$ cat config.mk
export PLATFORM = sky130hd
export DESIGN_NAME = hash_lookup_arbiter
export DESIGN_NICKNAME = d
export VERILOG_FILES = /design/src/rtl/nat_pkg.sv /design/src/rtl/hash_lookup_arbiter_tag_fifo.sv /design/src/rtl/hash_lookup_arbiter.sv
export SDC_FILE = /design/constraint.sdc
export NUM_CORES = 1
export LEC_CHECK = 0
export CAP_MARGIN = 20
export CORE_ASPECT_RATIO = 2
export CORE_MARGIN = 10
export CORE_UTILIZATION = 49
export CTS_BUF_LIST = sky130_fd_sc_hd__clkbuf_4 sky130_fd_sc_hd__clkbuf_8 sky130_fd_sc_hd__clkbuf_16
export DETAILED_ROUTE_END_ITERATION = 12
export GPL_TIMING_DRIVEN = 0
export PLACE_DENSITY = 0.8
export SLEW_MARGIN = 20
export SYNTH_ARGS = -nofsm -noshare
export SYNTH_HDL_FRONTEND = slang
export SYNTH_SLANG_ARGS = --single-unit
$ cat constraint.sdc
create_clock -name clk -period 5.7 [get_ports clk]
set_input_delay 0.57 -clock clk [delete_from_list [all_inputs] [get_ports clk]]
set_output_delay 0.57 -clock clk [all_outputs]
set_load 0.02 [all_outputs]
$ cat src/rtl/nat_pkg.sv
// -----------------------------------------------------------------------------
// nat_pkg
//   Shared types and default widths for the NAT lookup path.
//   TUPLE_W    : default lookup key width (5-tuple + pad)
//   CONN_W     : default connection-id / result width
//   port_id_t  : requester identity carried in the tag FIFO
//   arb_state_t: issue FSM states of hash_lookup_arbiter
// -----------------------------------------------------------------------------
package nat_pkg;

    localparam int TUPLE_W = 128;
    localparam int CONN_W  = 16;

    typedef enum logic {
        PORT_TX = 1'b0,
        PORT_RX = 1'b1
    } port_id_t;

    typedef enum logic {
        ARB_IDLE  = 1'b0,
        ARB_ISSUE = 1'b1
    } arb_state_t;

endpackage

$ cat src/rtl/hash_lookup_arbiter_tag_fifo.sv
// -----------------------------------------------------------------------------
// hash_arb_tag_fifo
//   DEPTH x 1-bit synchronous FIFO holding the source port of every lookup in
//   flight in the engine. Push and pop may occur in the same cycle, including
//   when full. A pop while empty is ignored, and a push while full is accepted
//   only together with a pop.
// Ports
//   clk, reset        : clock, asynchronous active-low reset
//   push, push_data   : enqueue a port id
//   pop               : dequeue the head entry
//   rd_data           : head entry (valid while !empty)
//   full, empty, count: occupancy status
// -----------------------------------------------------------------------------
module hash_arb_tag_fifo #(
    parameter int DEPTH = 4
) (
    input  logic                     clk,
    input  logic                     reset,
    input  logic                     push,
    input  nat_pkg::port_id_t        push_data,
    input  logic                     pop,
    output nat_pkg::port_id_t        rd_data,
    output logic                     full,
    output logic                     empty,
    output logic [$clog2(DEPTH):0]   count
);
    import nat_pkg::*;

    localparam int AW = $clog2(DEPTH);
    localparam logic [AW:0] FULL_CNT = (AW+1)'(DEPTH);

    port_id_t        mem [DEPTH];
    logic [AW-1:0]   wr_ptr;
    logic [AW-1:0]   rd_ptr;
    logic            do_push;
    logic            do_pop;

    assign full    = (count == FULL_CNT);
    assign empty   = (count == '0);
    assign do_pop  = pop && !empty;
    assign do_push = push && (!full || do_pop);
    assign rd_data = mem[rd_ptr];

    always_ff @(posedge clk or negedge reset) begin
        if (!reset) begin
            wr_ptr <= '0;
            rd_ptr <= '0;
            count  <= '0;
        end else begin
            if (do_push) wr_ptr <= wr_ptr + 1'b1;
            if (do_pop)  rd_ptr <= rd_ptr + 1'b1;
            if (do_push && !do_pop)      count <= count + 1'b1;
            else if (!do_push && do_pop) count <= count - 1'b1;
        end
    end

    // Storage carries no reset; occupancy alone decides what is valid.
    always_ff @(posedge clk) begin
        if (do_push) mem[wr_ptr] <= push_data;
    end

endmodule

$ cat src/rtl/hash_lookup_arbiter.sv
// -----------------------------------------------------------------------------
// hash_lookup_arbiter
//   Shares one hash/connection-table lookup engine between the NAT tx (port 0)
//   and rx (port 1) packet processors. Each requester's one-cycle tuple pulse
//   is captured in a pending register, pending requests are granted
//   round-robin, and every issued lookup is tagged with its source so the
//   in-order engine responses can be steered back as one-cycle conn pulses.
// Ports
//   clk, reset                  : clock, asynchronous active-low reset
//   tuple_data_x/tuple_valid_x  : request key + pulse from requester x
//   conn_data_x/conn_valid_x    : result + pulse to requester x
//   eng_tuple/eng_valid/eng_ready : request channel to the engine
//   eng_conn/eng_resp_valid     : in-order result channel from the engine
//   ovf[1:0]                    : sticky, request dropped on port x
//   orphan                      : sticky, response arrived with no tag
// Optional build macro HASH_ARB_STATS_EN adds grant_cnt_0/1, stall_cnt and
// inflight observation outputs.
// -----------------------------------------------------------------------------
module hash_lookup_arbiter #(
    parameter int TUPLE_W = nat_pkg::TUPLE_W,
    parameter int CONN_W  = nat_pkg::CONN_W,
    parameter int MAX_OUT = 4
) (
    input  logic                 clk,
    input  logic                 reset,
    input  logic [TUPLE_W-1:0]   tuple_data_0,
    input  logic                 tuple_valid_0,
    output logic [CONN_W-1:0]    conn_data_0,
    output logic                 conn_valid_0,
    input  logic [TUPLE_W-1:0]   tuple_data_1,
    input  logic                 tuple_valid_1,
    output logic [CONN_W-1:0]    conn_data_1,
    output logic                 conn_valid_1,
    output logic [TUPLE_W-1:0]   eng_tuple,
    output logic                 eng_valid,
    input  logic                 eng_ready,
    input  logic [CONN_W-1:0]    eng_conn,
    input  logic                 eng_resp_valid,
    output logic [1:0]           ovf,
    output logic                 orphan
`ifdef HASH_ARB_STATS_EN
    ,
    output logic [31:0]              grant_cnt_0,
    output logic [31:0]              grant_cnt_1,
    output logic [31:0]              stall_cnt,
    output logic [$clog2(MAX_OUT):0] inflight
`endif
);
    import nat_pkg::*;

    localparam int CNT_W = $clog2(MAX_OUT) + 1;

    arb_state_t          state, state_nxt;
    port_id_t            cur_port;
    port_id_t            last_grant;
    port_id_t            sel;
    logic                load;

    logic [TUPLE_W-1:0]  pend_data_0, pend_data_1;
    logic                pend_vld_0,  pend_vld_1;

    logic                hs;
    logic                clr_0, clr_1;

    port_id_t            tag_head;
    logic                tag_full, tag_empty;
    logic [CNT_W-1:0]    tag_count;
    logic                pop_eff;
    logic                room_after_hs;

    assign hs      = eng_valid && eng_ready;
    assign clr_0   = hs && (cur_port == PORT_TX);
    assign clr_1   = hs && (cur_port == PORT_RX);
    assign pop_eff = eng_resp_valid && !tag_empty;

    // Occupancy once this cycle's handshake push and response pop land.
    assign room_after_hs = (int'(tag_count) + 1 - int'(pop_eff)) < MAX_OUT;

    hash_arb_tag_fifo #(.DEPTH(MAX_OUT)) u_tag_fifo (
        .clk       (clk),
        .reset     (reset),
        .push      (hs),
        .push_data (cur_port),
        .pop       (eng_resp_valid),
        .rd_data   (tag_head),
        .full      (tag_full),
        .empty     (tag_empty),
        .count     (tag_count)
    );

    // ---- capture stage: one pending slot per requester ----
    // A pulse arriving while the slot is still occupied is lost unless the
    // slot is being handed to the engine on the same edge.
    always_ff @(posedge clk or negedge reset) begin
        if (!reset) begin
            pend_vld_0 <= 1'b0;
            pend_vld_1 <= 1'b0;
            ovf        <= 2'b00;
        end else begin
            if (tuple_valid_0) begin
                if (pend_vld_0 && !clr_0) ovf[0] <= 1'b1;
                else                      pend_vld_0 <= 1'b1;
            end else if (clr_0) begin
                pend_vld_0 <= 1'b0;
            end

            if (tuple_valid_1) begin
                if (pend_vld_1 && !clr_1) ovf[1] <= 1'b1;
                else                      pend_vld_1 <= 1'b1;
            end else if (clr_1) begin
                pend_vld_1 <= 1'b0;
            end
        end
    end

    always_ff @(posedge clk) begin
        if (tuple_valid_0 && !(pend_vld_0 && !clr_0)) pend_data_0 <= tuple_data_0;
        if (tuple_valid_1 && !(pend_vld_1 && !clr_1)) pend_data_1 <= tuple_data_1;
    end

    // ---- issue stage: round-robin select and engine request register ----
    always_ff @(posedge clk or negedge reset) begin
        if (!reset) state <= ARB_IDLE;
        else        state <= state_nxt;
    end

    always_comb begin
        state_nxt = state;
        load      = 1'b0;
        sel       = PORT_TX;
        case (state)
            ARB_IDLE: begin
                if ((pend_vld_0 || pend_vld_1) && !tag_full) begin
                    state_nxt = ARB_ISSUE;
                    load      = 1'b1;
                    if (pend_vld_0 && pend_vld_1)
                        sel = (last_grant == PORT_TX) ? PORT_RX : PORT_TX;
                    else if (pend_vld_1)
                        sel = PORT_RX;
                    else
                        sel = PORT_TX;
                end
            end
            ARB_ISSUE: begin
                if (hs) begin
                    // Back-to-back issue only ever goes to the other port,
                    // which is also the round-robin winner after this grant.
                    if (cur_port == PORT_TX && pend_vld_1 && room_after_hs) begin
                        load = 1'b1;
                        sel  = PORT_RX;
                    end else if (cur_port == PORT_RX && pend_vld_0 && room_after_hs) begin
                        load = 1'b1;
                        sel  = PORT_TX;
                    end else begin
                        state_nxt = ARB_IDLE;
                    end
                end
            end
            default: state_nxt = ARB_IDLE;
        endcase
    end

    always_ff @(posedge clk or negedge reset) begin
        if (!reset) begin
            eng_valid  <= 1'b0;
            eng_tuple  <= '0;
            cur_port   <= PORT_TX;
            last_grant <= PORT_RX;
        end else begin
            if (load) begin
                eng_valid <= 1'b1;
                eng_tuple <= (sel == PORT_TX) ? pend_data_0 : pend_data_1;
                cur_port  <= sel;
            end else if (hs) begin
                eng_valid <= 1'b0;
            end
            if (hs) last_grant <= cur_port;
        end
    end

    // ---- response stage: steer result to the tagged requester ----
    always_ff @(posedge clk or negedge reset) begin
        if (!reset) begin
            conn_valid_0 <= 1'b0;
            conn_valid_1 <= 1'b0;
            conn_data_0  <= '0;
            conn_data_1  <= '0;
            orphan       <= 1'b0;
        end else begin
            conn_valid_0 <= 1'b0;
            conn_valid_1 <= 1'b0;
            if (eng_resp_valid) begin
                if (tag_empty) begin
                    orphan <= 1'b1;
                end else if (tag_head == PORT_TX) begin
                    conn_valid_0 <= 1'b1;
                    conn_data_0  <= eng_conn;
                end else begin
                    conn_valid_1 <= 1'b1;
                    conn_data_1  <= eng_conn;
                end
            end
        end
    end

`ifdef HASH_ARB_STATS_EN
    always_ff @(posedge clk or negedge reset) begin
        if (!reset) begin
            grant_cnt_0 <= '0;
            grant_cnt_1 <= '0;
            stall_cnt   <= '0;
        end else begin
            if (clr_0) grant_cnt_0 <= grant_cnt_0 + 32'd1;
            if (clr_1) grant_cnt_1 <= grant_cnt_1 + 32'd1;
            if (eng_valid && !eng_ready) stall_cnt <= stall_cnt + 32'd1;
        end
    end

    assign inflight = tag_count;
`endif

endmodule

-- Word level (Yosys, flattened, before mapping)
Memories as Yosys holds them, arrays and structs flattened.
Index checks and enable logic that the tools add are counted.
- bits in writable memories: 4
- register bits: 434
- memories kept: 1
- output and inout bits: 166
- word-level logic and storage cells: 106
- mux-type cells: 33
- bitwise gates (word level): 4
- $lt $le $gt $ge: 1
- equality and inequality tests: 3
- reductions and logical operators: 39
- add/subtract/negate cells: 6
- memory list (memory ; depth ; width ; read ports ; clocked after memory_dff ; write ports ; RTL line ; source):
    u_tag_fifo.mem ; 4 ; 1 ; 1 ; 0 ; 1 ; hash_lookup_arbiter_tag_fifo.sv:32 ; port_id_t mem [DEPTH];
- operators with widths (kind ; count):
    2-to-1 mux 128 bit ; 1
    2-to-1 mux 1 bit ; 27
    logical AND 1 bit ; 17
    AND reduction 2 bit ; 5
    zero test 1 bit ; 8
    nonzero test 2 bit ; 4
    2-to-1 mux 3 bit ; 2
    case mux 1 bit (2 select lines) ; 3
    AND reduction 3 bit ; 2
    less-than comparator 5 x 4 -> 1 bit, second input constant ; 1
    subtractor 4 x 1 -> 5 bit ; 1
    adder 2 x 1 -> 2 bit, second input constant ; 2
    adder 3 x 1 -> 4 bit, second input constant ; 1
    != test 2 bit, second input constant ; 2
    NOT 1 bit ; 4
    adder 3 x 1 -> 3 bit, second input constant ; 1
    equality test 3 bit, second input constant ; 1
    zero test 3 bit ; 1
    subtractor 3 x 1 -> 3 bit, second input constant ; 1
    logical OR 1 bit ; 2

-- Longest topological paths before layout
Gate-level depths: netlist of run 1.
- depth in word-level cells: 11
- gate-level depth with buffers: 9
- gate-level depth less buffers: 9

-- Cells and area by module
From an unflattened synthesis of run 1, not the netlist that was laid out.
- cells, all modules: 1734
- area, all modules: 20354.5 sq um
- modules (own cells, without submodules) (module ; area an instance (sq um) ; instances ; cells each):
    hash_lookup_arbiter ; 19770.2 ; 1 ; 1694
    hash_arb_tag_fifo ; 584.3 ; 1 ; 40

-- Least setup slack after synthesis of run 1
OpenSTA, ideal clock, no wires.
- kind: reg-to-reg
- start point: reg eng_valid
- end point: reg pend_data_1[0] (enable)
- cell stages (with the launch flop): 4
- arrival: 3780 ps
- setup slack: 1419 ps
- path buffers: 0
- required time: 5198 ps
- library setup time: 502 ps
- cells stage by stage: dfrtp_1 -> nand3_1 -> nand2_1 -> and2_1
- word-level cells in the longest chain between the ends: 6
- RTL lines (what ; RTL line ; source):
    from (decl) ; hash_lookup_arbiter.sv:35 ; output logic eng_valid,
    from (signal assigned) ; hash_lookup_arbiter.sv:165 ; eng_valid <= 1'b0;
    from (signal assigned) ; hash_lookup_arbiter.sv:171 ; eng_valid <= 1'b1;
    from (signal assigned) ; hash_lookup_arbiter.sv:175 ; eng_valid <= 1'b0;
    logical AND 1 bit ; hash_lookup_arbiter.sv:71 ; assign hs = eng_valid && eng_ready;
    logical AND 1 bit ; hash_lookup_arbiter.sv:73 ; assign clr_1 = hs && (cur_port == PORT_RX);
    zero test 1 bit ; hash_lookup_arbiter.sv:118 ; if (tuple_valid_1 && !(pend_vld_1 && !clr_1)) pend_data_1 <= tuple_data_1;
    logical AND 1 bit ; hash_lookup_arbiter.sv:118 ;
    zero test 1 bit ; hash_lookup_arbiter.sv:118 ;
    logical AND 1 bit ; hash_lookup_arbiter.sv:118 ;
    to (signal assigned) ; hash_lookup_arbiter.sv:118 ;
    to (decl) ; hash_lookup_arbiter.sv:59 ; logic [TUPLE_W-1:0] pend_data_0, pend_data_1;
Every way passes these cells.
A chain may end at the register's enable or synchronous reset.

-- Worst setup path in the final report of run 1
- start point: reg pend_vld_1
- end point: reg eng_tuple[67]
- word-level cells in the longest chain between the ends: 6
- RTL lines (what ; RTL line ; source):
    from (decl) ; hash_lookup_arbiter.sv:60 ; logic pend_vld_0, pend_vld_1;
    from (signal assigned) ; hash_lookup_arbiter.sv:97 ; pend_vld_1 <= 1'b0;
    from (signal assigned) ; hash_lookup_arbiter.sv:109 ; else pend_vld_1 <= 1'b1;
    from (signal assigned) ; hash_lookup_arbiter.sv:111 ; pend_vld_1 <= 1'b0;
    logical AND 1 bit (2 in a row) ; hash_lookup_arbiter.sv:148 ; if (cur_port == PORT_TX && pend_vld_1 && room_after_hs) begin
    2-to-1 mux 1 bit ; hash_lookup_arbiter.sv:148 ;
    2-to-1 mux 1 bit ; hash_lookup_arbiter.sv:145 ; if (hs) begin
    case mux 1 bit (2 select lines) ; hash_lookup_arbiter.sv:131 ; case (state)
    2-to-1 mux 128 bit ; hash_lookup_arbiter.sv:172 ; eng_tuple <= (sel == PORT_TX) ? pend_data_0 : pend_data_1;
    to (signal assigned) ; hash_lookup_arbiter.sv:172 ;
    to (decl) ; hash_lookup_arbiter.sv:34 ; output logic [TUPLE_W-1:0] eng_tuple,
Parallel ways exist; a longest one is shown, timed or not.

==> flow_summary.yaml, run 1 <==
clocking:
  htreeDepth: 2
  ctsResizeCount: 0
  numCtsBuffers: 38
  cts.path.max_buffers: 3
  cts_hold_buf: 0
  cts_root_buf: "clkbuf_16"
  worstSkewPairLatency_ps: 540
  postCtsSetupRepairBufs: 0
  cts_tree: "yes"
  clock-sinks: 438
  clk_pin_slew_worst_paths_ps: 70
power_and_ir_drop:
  p_leak_nw: 8.52
  intPower_mw: 8.71
  peakVddDrop_uv: 419
  p_seq_frac: 0.354
  power.net_switching_mw: 5.38
  powerDensity_nw_per_um2: 589
  comb_power_share: 0.438
  p_clk_frac: 0.208
  p_sw_frac: 0.382
die:
  die_h_um: 286
  initial_core_util: 0.495
  die_x_um: 153
  dieArea_um2: 43700
  rows: 97
  coreArea_um2: 35000
  ioPinCount: 444
finish:
  final_common_cell: "clkdlybuf4s50_1"
  final_layout_size_suffix_gt1_frac: 0.100
  final_nets: 1966
  most-common-layout-cells: "clkdlybuf4s50_1, edfxtp_1, dfrtp_1, nand3_1"
  areaGrowthSynthToFinish_pct: 38.3
  fin_cells: 2176
  multiInputGateArea_um2: 4390
  n_fill_cell: 2440
  layout.area.seq_um2: 12300
setup_path:
  start_kind: "flip-flop"
  worstReg2RegStart: "pend_vld_1"
  r2r_cells: 5
  crit_type: "reg2reg"
  r2r_end: "eng_tuple[67]"
  arrival_ps: 3260
  worstPathRequired_ps: 6160
  crit_path_max_fanout: 10
  cp-end-kind: "flip-flop"
  r2r_setup_slack_ps: 2890
timing:
  tightest_slew_ps: 988
  rsz0062_at_grt: "no"
  setup_viol: 0
  clock_skew_ps: 16.8
  slew_headroom: 0.341
  fin_crit_sh: 0.492
  hold-worst-slack_ps: 5.72
  max_freq_ghz: 0.356
  hold_viol_final: 0
  period_minus_slack_ps: 2810
  maxSlewViolCount: 0
logic_synthesis:
  synth_top_cell_area_share: 0.451
  netlist_instances: 1194
  synth_area_leaders: "edfxtp_1, dfrtp_1, a221oi_1, o211ai_1, a31oi_1"
  synth_area_leader_cell: "edfxtp_1"
  postSynthNetCount: 1478
  syn_area_per_cell_um2: 14.5
  synth_top_flop_cell: "edfxtp_1"
  ys_seq_elements: 438
  synthDistinctLibCells: 41
  synth_area_um2: 17300
  async_flop_share: 0.406
  ys_warn_count: 0
  synth_edf_count: 260
  seq_area_frac_synth: 0.709
routing:
  wirelength_mm: 59.0
  drtIter0Drc: 1115
  viasPerCell: 6.20
  vias: 13494
  wl_per_cell_um: 27.1
  dr.pass1.iters: 5
  ant_nets: 0
  drc: 0
global_routing:
  antenna_found_initial: 27
  grt_use_total: 0.259
  busiest_layer: "met2"
  met2_usage: 0.464
  use_met3: 0.0700
  grt.overflow.total: 0
  first_global_vias: 14165
  grt_pass1_wl_mm: 87.6
  grt_max_degree: 100
  globalRouteMet1Util: 0.261
min_path:
  hp-class: "in2async"
run_status:
  status: "finished clean"
place:
  hpwlAfterDp_mm: 43.7
  dp_cells: 2087
  gp_routability_congestion: 0.932
  numPortBuffers: 443
flow_run:
  cap_violations: 0
[kinds of logic after synthesis]
group	after synthesis	share of synthesized area
flip-flops	438	0.709
AND/OR/NAND/NOR	158	0.0481
adder cells (fa/ha/maj)	6	0.00477
AO/OA/AOI/OAI	399	0.174
multiplexers	35	0.0234
XOR/XNOR	6	0.00304
buffers and inverters	152	0.0381
[Yosys cell counts (2+ instances only)]
cell type,count
edfxtp_1,260
dfrtp_1,177
nand3_1,129
a221oi_1,128
a31oi_1,128
o211ai_1,128
clkbuf_1,80
buf_2,56
mux2_2,24
mux2_1,9
nand2_1,9
inv_1,8
and2_1,6
buf_4,5
ha_1,5
xnor2_1,4
buf_1,3
nand2b_1,3
nor2_1,3
o21ai_0,3
a21o_1,2
a31o_2,2
nor3_1,2
o32ai_2,2
xor2_1,2
[power groups by stage]
stage          logic, mW  registers, mW  clock network [mW]
2_1_floorplan       2.80           5.63                   0
3_3_place_gp        5.94           5.05                   0
3_5_place_dp        6.19           5.01                   0
4_1_cts             6.21           4.97                2.96
5_1_grt             6.61           5.05                3.10
6_report            6.18           4.98                2.93
[worst max-delay path by stage]
stage                          endpoint       start  cells after the start
CTS                       eng_tuple[67]  pend_vld_1                      5
floorplan                pend_data_1[0]   eng_valid                      3
global route              eng_tuple[67]  pend_vld_1                      5
global placement          eng_tuple[79]       reset                      1
detailed placement  u_tag_fifo.count[2]   eng_ready                      9
finish                    eng_tuple[67]  pend_vld_1                      5
[final cells by class]
class                      count  share of cell area
tap                          445              0.0233
multi-input combinational    604               0.183
inverter                       8             0.00125
buffer                       144              0.0263
clock inverter                19              0.0116
sequential                   438               0.512
clock buffer                  51              0.0486
timing repair buffer         448               0.191
antenna                       19             0.00199
[registers in the layout (all words and copies together) (netlist names), 2 cells and up]
register           cells
u_tag_fifo.count       3
pend_data_0          128
pend_data_1          128
eng_tuple            128
conn_data_1           16
conn_data_0           16
u_tag_fifo.mem         4
u_tag_fifo.wr_ptr      2
u_tag_fifo.rd_ptr      2
ovf                    2
[routing by layer]
metal	vias up	routed length [um]
met2	753	32000
met5	-	123
met4	16	3180
li1	5865	-
met3	189	4430
met1	6671	19200
[critical path: stages, from the launching register on]
cell and delay [ps]:
dfrtp_1 350, clkbuf_1 590, clkbuf_1 760, clkbuf_1 540, o211ai_1 270, a31oi_1 220
[per-stage QoR]
step	util	setup WS [ps]	setup TNS, ps	total power [mW]	area (um^2)
after floorplan	-	1420	0	8.43	17300
after global placement	0.638	-3370	-795640	11.0	22300
after detailed placement	0.642	2690	0	11.2	22400
after CTS	0.683	2860	0	14.1	23900
after global routing	0.685	2760	0	14.8	23900
final	0.685	2890	0	14.1	23900
Note: power is estimated with default switching activity, not from simulation.
==> run 2, diff against run 1 <==
- clock period: 5.7 -> 2.7 ns (I/O delays scaled with it)
==> flow_summary.yaml, run 2 (synthesis gave the netlist of run 1 again) <==
routing:
  wl_met2_mm: 31.7
  ant_nets: 0
  dr.pass1.iters: 7
  vias: 13590
  wl_per_cell_um: 27.2
  highest_layer: "met5"
  wl_met3_mm: 5.12
  wl_met1_mm: 18.7
  drc: 0
  wirelength_mm: 59.3
  drtIter0Drc: 1045
  viasPerCell: 6.23
finish:
  final_nets: 1967
  post-route-util: 0.684
  final_layout_size_suffix_gt1_frac: 0.102
  largestRegisters: "eng_tuple: 128 flops, pend_data_0: 128 flops, pend_data_1: 128 flops"
  areaGrowthSynthToFinish_pct: 38.2
  final_common_cell: "clkdlybuf4s50_1"
  most-common-layout-cells: "clkdlybuf4s50_1, edfxtp_1, dfrtp_1, nand3_1"
place:
  gp_routability_congestion: 0.910
  pre_cts_slack_ps: -110
  hpwlAfterDp_mm: 43.6
  numPortBuffers: 443
clocking:
  postCtsSetupRepairBufs: 0
  cts_root_buf: "clkbuf_16"
  cts.path.max_buffers: 3
  clk_pin_slew_worst_paths_ps: 70
  clock-sinks: 438
  htreeDepth: 2
  worstSkewPairLatency_ps: 540
  cts_tree: "yes"
  numCtsBuffers: 38
setup_path:
  worstPathRequired_ps: 2910
  r2r_cells: 5
  arrival_ps: 2750
  crit_type: "reg2reg"
  start_kind: "flip-flop"
  cp-end-kind: "flip-flop"
  crit_path_max_fanout: 53
timing:
  fin_crit_sh: 0.940
  setup_slack_ps: 162
  hold_viol_final: 0
  setup_viol: 0
  period_minus_slack_ps: 2540
  slew_headroom: 0.459
  tightest_slew_ps: 811
  max_freq_ghz: 0.394
  maxSlewViolCount: 0
  clock_skew_ps: 11.5
global_routing:
  grt_use_total: 0.260
  antenna_found_initial: 34
  grt.overflow.total: 0
  grt_pass1_wl_mm: 87.8
  grt_max_degree: 96
  first_global_vias: 14238
run_status:
  status: "finished clean"
min_path:
  hp-class: "in2reg"
  hold_depth: 1
die:
  die_x_um: 153
  dieArea_um2: 43700
  initial_core_util: 0.495
  rows: 97
  ioPinCount: 444
  die_h_um: 286
  coreArea_um2: 35000
power_and_ir_drop:
  peakVddDrop_uv: 863
  p_leak_nw: 8.51
  fin_total_pwr_mw: 29.7
  powerDensity_nw_per_um2: 1240
flow_run:
  cap_violations: 0
## run 2: cell types whose count changed in the layout (fill, tap and decap cells not counted), sizes merged
| cell | change |
|---|---|
| diode | +5 |
| clkinv | +2 |
| bufinv | -1 |
| dlygate4sd3 | +1 |
| inv | -1 |
## run 2: worst paths after layout
check,slack (ps),end,startpoint
min,270,pend_data_0[19],tuple_data_0[19]
max in group asynchronous,1420,eng_tuple[99],reset
max reg2reg,160,pend_data_0[50],pend_vld_0
max,160,pend_data_0[50],pend_vld_0
min reg2reg,470,ovf[0],ovf[0]
min in group asynchronous,300,eng_tuple[25],reset
## run 2: final cells by class
cell class                 count  area [um^2]
antenna                       24         60.1
buffer                       144          633
clock buffer                  51         1140
clock inverter                19          256
fill                        2470        11000
inverter                       8         30.0
multi-input combinational    604         4390
sequential                   438        12300
tap                          445          557
timing repair buffer         449         4580
## run 2: through the flow
stage	hold slack (ps)	instances	setup TNS, ps	instance area (um^2)
4_1_cts	257	2158	0	23800
6_report	275	2182	0	23900
3_5_place_dp	312	2087	-5490	22400
5_1_grt	260	2182	-6.75	23900
3_3_place_gp	449	2082	-1187200	22300
2_1_floorplan	-25.6	1194	0	17300
## run 2: what timing repair did
action | in CTS | in global routing
hold buffers | 1 | 0
endpoints found under the hold margin | 83 | 0
setup endpoints to repair | 137 | 0
resized for setup | 3 | 0
## run 2: layer usage
layer	vias up	GRT usage
li1	5861	-
met1	6724	0.261
met2	793	0.458
met3	192	0.0730
met4	20	0.176
met5	-	0
## run 2: power breakdown
part           leakage, nW  switching [mW]  internal, mW  total (mW)
combinational         3.40            7.78          5.35        13.1
clock                0.696            2.47          3.58        6.04
sequential            4.41            1.18          9.32        10.5
## run 2: critical path, stage by stage (launching register included)
cell and delay, ps:
dfrtp_1 360, clkbuf_1 290, clkbuf_2 410, nand2_1 170, and2_4 580, buf_16 340
==> run 3, diff against run 2 <==
- PLACE_DENSITY: 0.8 -> 0.79
==> flow_summary.yaml, run 3 (synthesis gave the netlist of run 1 again) <==
clocking:
  postCtsSetupRepairBufs: 0
  worstSkewPairLatency_ps: 540
  clock-sinks: 438
  clk_pin_slew_worst_paths_ps: 70
  htreeDepth: 2
  cts_root_buf: "clkbuf_16"
  cts.path.max_buffers: 3
  numCtsBuffers: 38
  cts_tree: "yes"
finish:
  largestRegisters: "eng_tuple: 128 flops, pend_data_0: 128 flops, pend_data_1: 128 flops"
  fin_cells: 2180
  final_area_um2: 23800
  most-common-layout-cells: "clkdlybuf4s50_1, edfxtp_1, dfrtp_1, nand3_1"
  areaGrowthSynthToFinish_pct: 37.3
  final_layout_size_suffix_gt1_frac: 0.102
  final_nets: 1968
  final_common_cell: "clkdlybuf4s50_1"
setup_path:
  arrival_ps: 3030
  critPathMaxStageDelay_ps: 670
  cp_slowest_cell: "clkbuf_1"
  worst-path-buf-inv: 3
  crit_type: "reg2reg"
  start_kind: "flip-flop"
  worstPathRequired_ps: 3130
  worstPathCellList: "clkbuf_1 -> clkbuf_2 -> clkbuf_1 -> o211ai_1 -> a31oi_1"
  cp-end-kind: "flip-flop"
  crit_path_max_fanout: 10
  crit_top_cell: "clkbuf_1"
  cp_top_family: "buffers and inverters"
timing:
  maxSlewViolCount: 0
  slew_headroom: 0.411
  hold_viol_final: 0
  clock_skew_ps: 20.8
  tightest_slew_ps: 884
  rsz0062_at_grt: "no"
  max_freq_ghz: 0.386
  fin_crit_sh: 0.960
  period_minus_slack_ps: 2590
  setup_slack_ps: 109
  setup_viol: 0
global_routing:
  grt.overflow.total: 0
  antenna_found_initial: 30
  grt_max_degree: 91
  grt_use_total: 0.261
  first_global_vias: 14454
  grt_pass1_wl_mm: 88.5
power_and_ir_drop:
  p_clk_frac: 0.186
  peakVddDrop_uv: 797
  p_leak_nw: 8.43
  power.net_switching_mw: 11.4
  intPower_mw: 17.7
  powerDensity_nw_per_um2: 1220
  p_sw_frac: 0.391
  comb_power_share: 0.451
  fin_total_pwr_mw: 29.0
  p_seq_frac: 0.363
die:
  dieArea_um2: 43700
  die_x_um: 153
  die_h_um: 286
  rows: 97
  initial_core_util: 0.495
  coreArea_um2: 35000
  ioPinCount: 444
place:
  pre_cts_slack_ps: -289
  numPortBuffers: 443
  dp_cells: 2087
  dpl_cell_area_um2: 22400
  gp_routability_congestion: 0.919
  hpwlAfterDp_mm: 43.6
routing:
  drc: 0
  dr.pass1.iters: 6
  wirelength_mm: 59.4
  vias: 13551
  viasPerCell: 6.22
  wl_per_cell_um: 27.2
  drtIter0Drc: 1060
  ant_nets: 0
flow_run:
  cap_violations: 0
run_status:
  status: "finished clean"
min_path:
  hp-class: "in2reg"
run 3: cell types whose count changed in the layout (fill, tap and decap cells not counted), sizes merged:
| cell | before | now |
|---|---|---|
| bufinv | 6 | 0 |
| clkbuf | 131 | 135 |
| clkinv | 10 | 7 |
| and2 | 6 | 8 |
| clkinvlp | 1 | 2 |
| diode | 24 | 23 |
| inv | 10 | 11 |
run 3: cell type report:
cell class                      count  area [um^2]
Clock inverter                     12         76.3
Inverter                            8         30.0
Clock buffer                       56         1150
Timing Repair Buffer              449         4590
Antenna cell                       23         57.6
Buffer                            143          629
Sequential cell                   438        12300
Fill cell                        2502        11200
Multi-Input combinational cell    606         4400
Tap cell                          445          557
run 3: timing repair:
action | CTS | global route
gates cloned | 1 | 1
gates resized for setup | 3 | 0
endpoints found under the hold margin | 88 | 0
hold buffers | 1 | 0
setup endpoints to repair | 186 | 3
run 3: path summary, 6_finish.rpt:
kind	from	endpoint	slack, ps	depth (start not counted)
max in group asynchronous	reset	eng_tuple[88]	1430	3
max	pend_vld_1	eng_tuple[19]	110	5
max reg2reg	pend_vld_1	eng_tuple[19]	110	5
min reg2reg	ovf[1]	ovf[1]	480	1
min	tuple_data_1[76]	pend_data_1[76]	290	1
min in group asynchronous	reset	conn_data_1[1]	350	2
run 3: per-layer routing:
layer / track usage / part of all wire / vias to the layer above
li1: - / - / 5872
met1: 0.264 / 0.32 / 6669
met2: 0.454 / 0.53 / 788
met3: 0.0724 / 0.084 / 208
met4: 0.185 / 0.064 / 14
met5: 0 / 0.0019 / -
run 3: power by group through the flow:
stage | sequential (mW) | combinational [mW] | clock [mW]
floorplan | 11.8 | 5.92 | 0
global placement | 10.6 | 12.6 | 0
detailed placement | 10.6 | 13.1 | 0
CTS | 10.5 | 13.1 | 5.46
global route | 10.7 | 14.0 | 5.72
finish | 10.5 | 13.1 | 5.39
run 3: per-stage QoR:
step	util	hold WS, ps	setup TNS, ps
6_report	0.680	287	0
3_3_place_gp	0.638	450	-1184280
4_1_cts	0.678	262	0
3_5_place_dp	0.642	335	-18190
5_1_grt	0.680	268	0
2_1_floorplan	-	-25.6	0
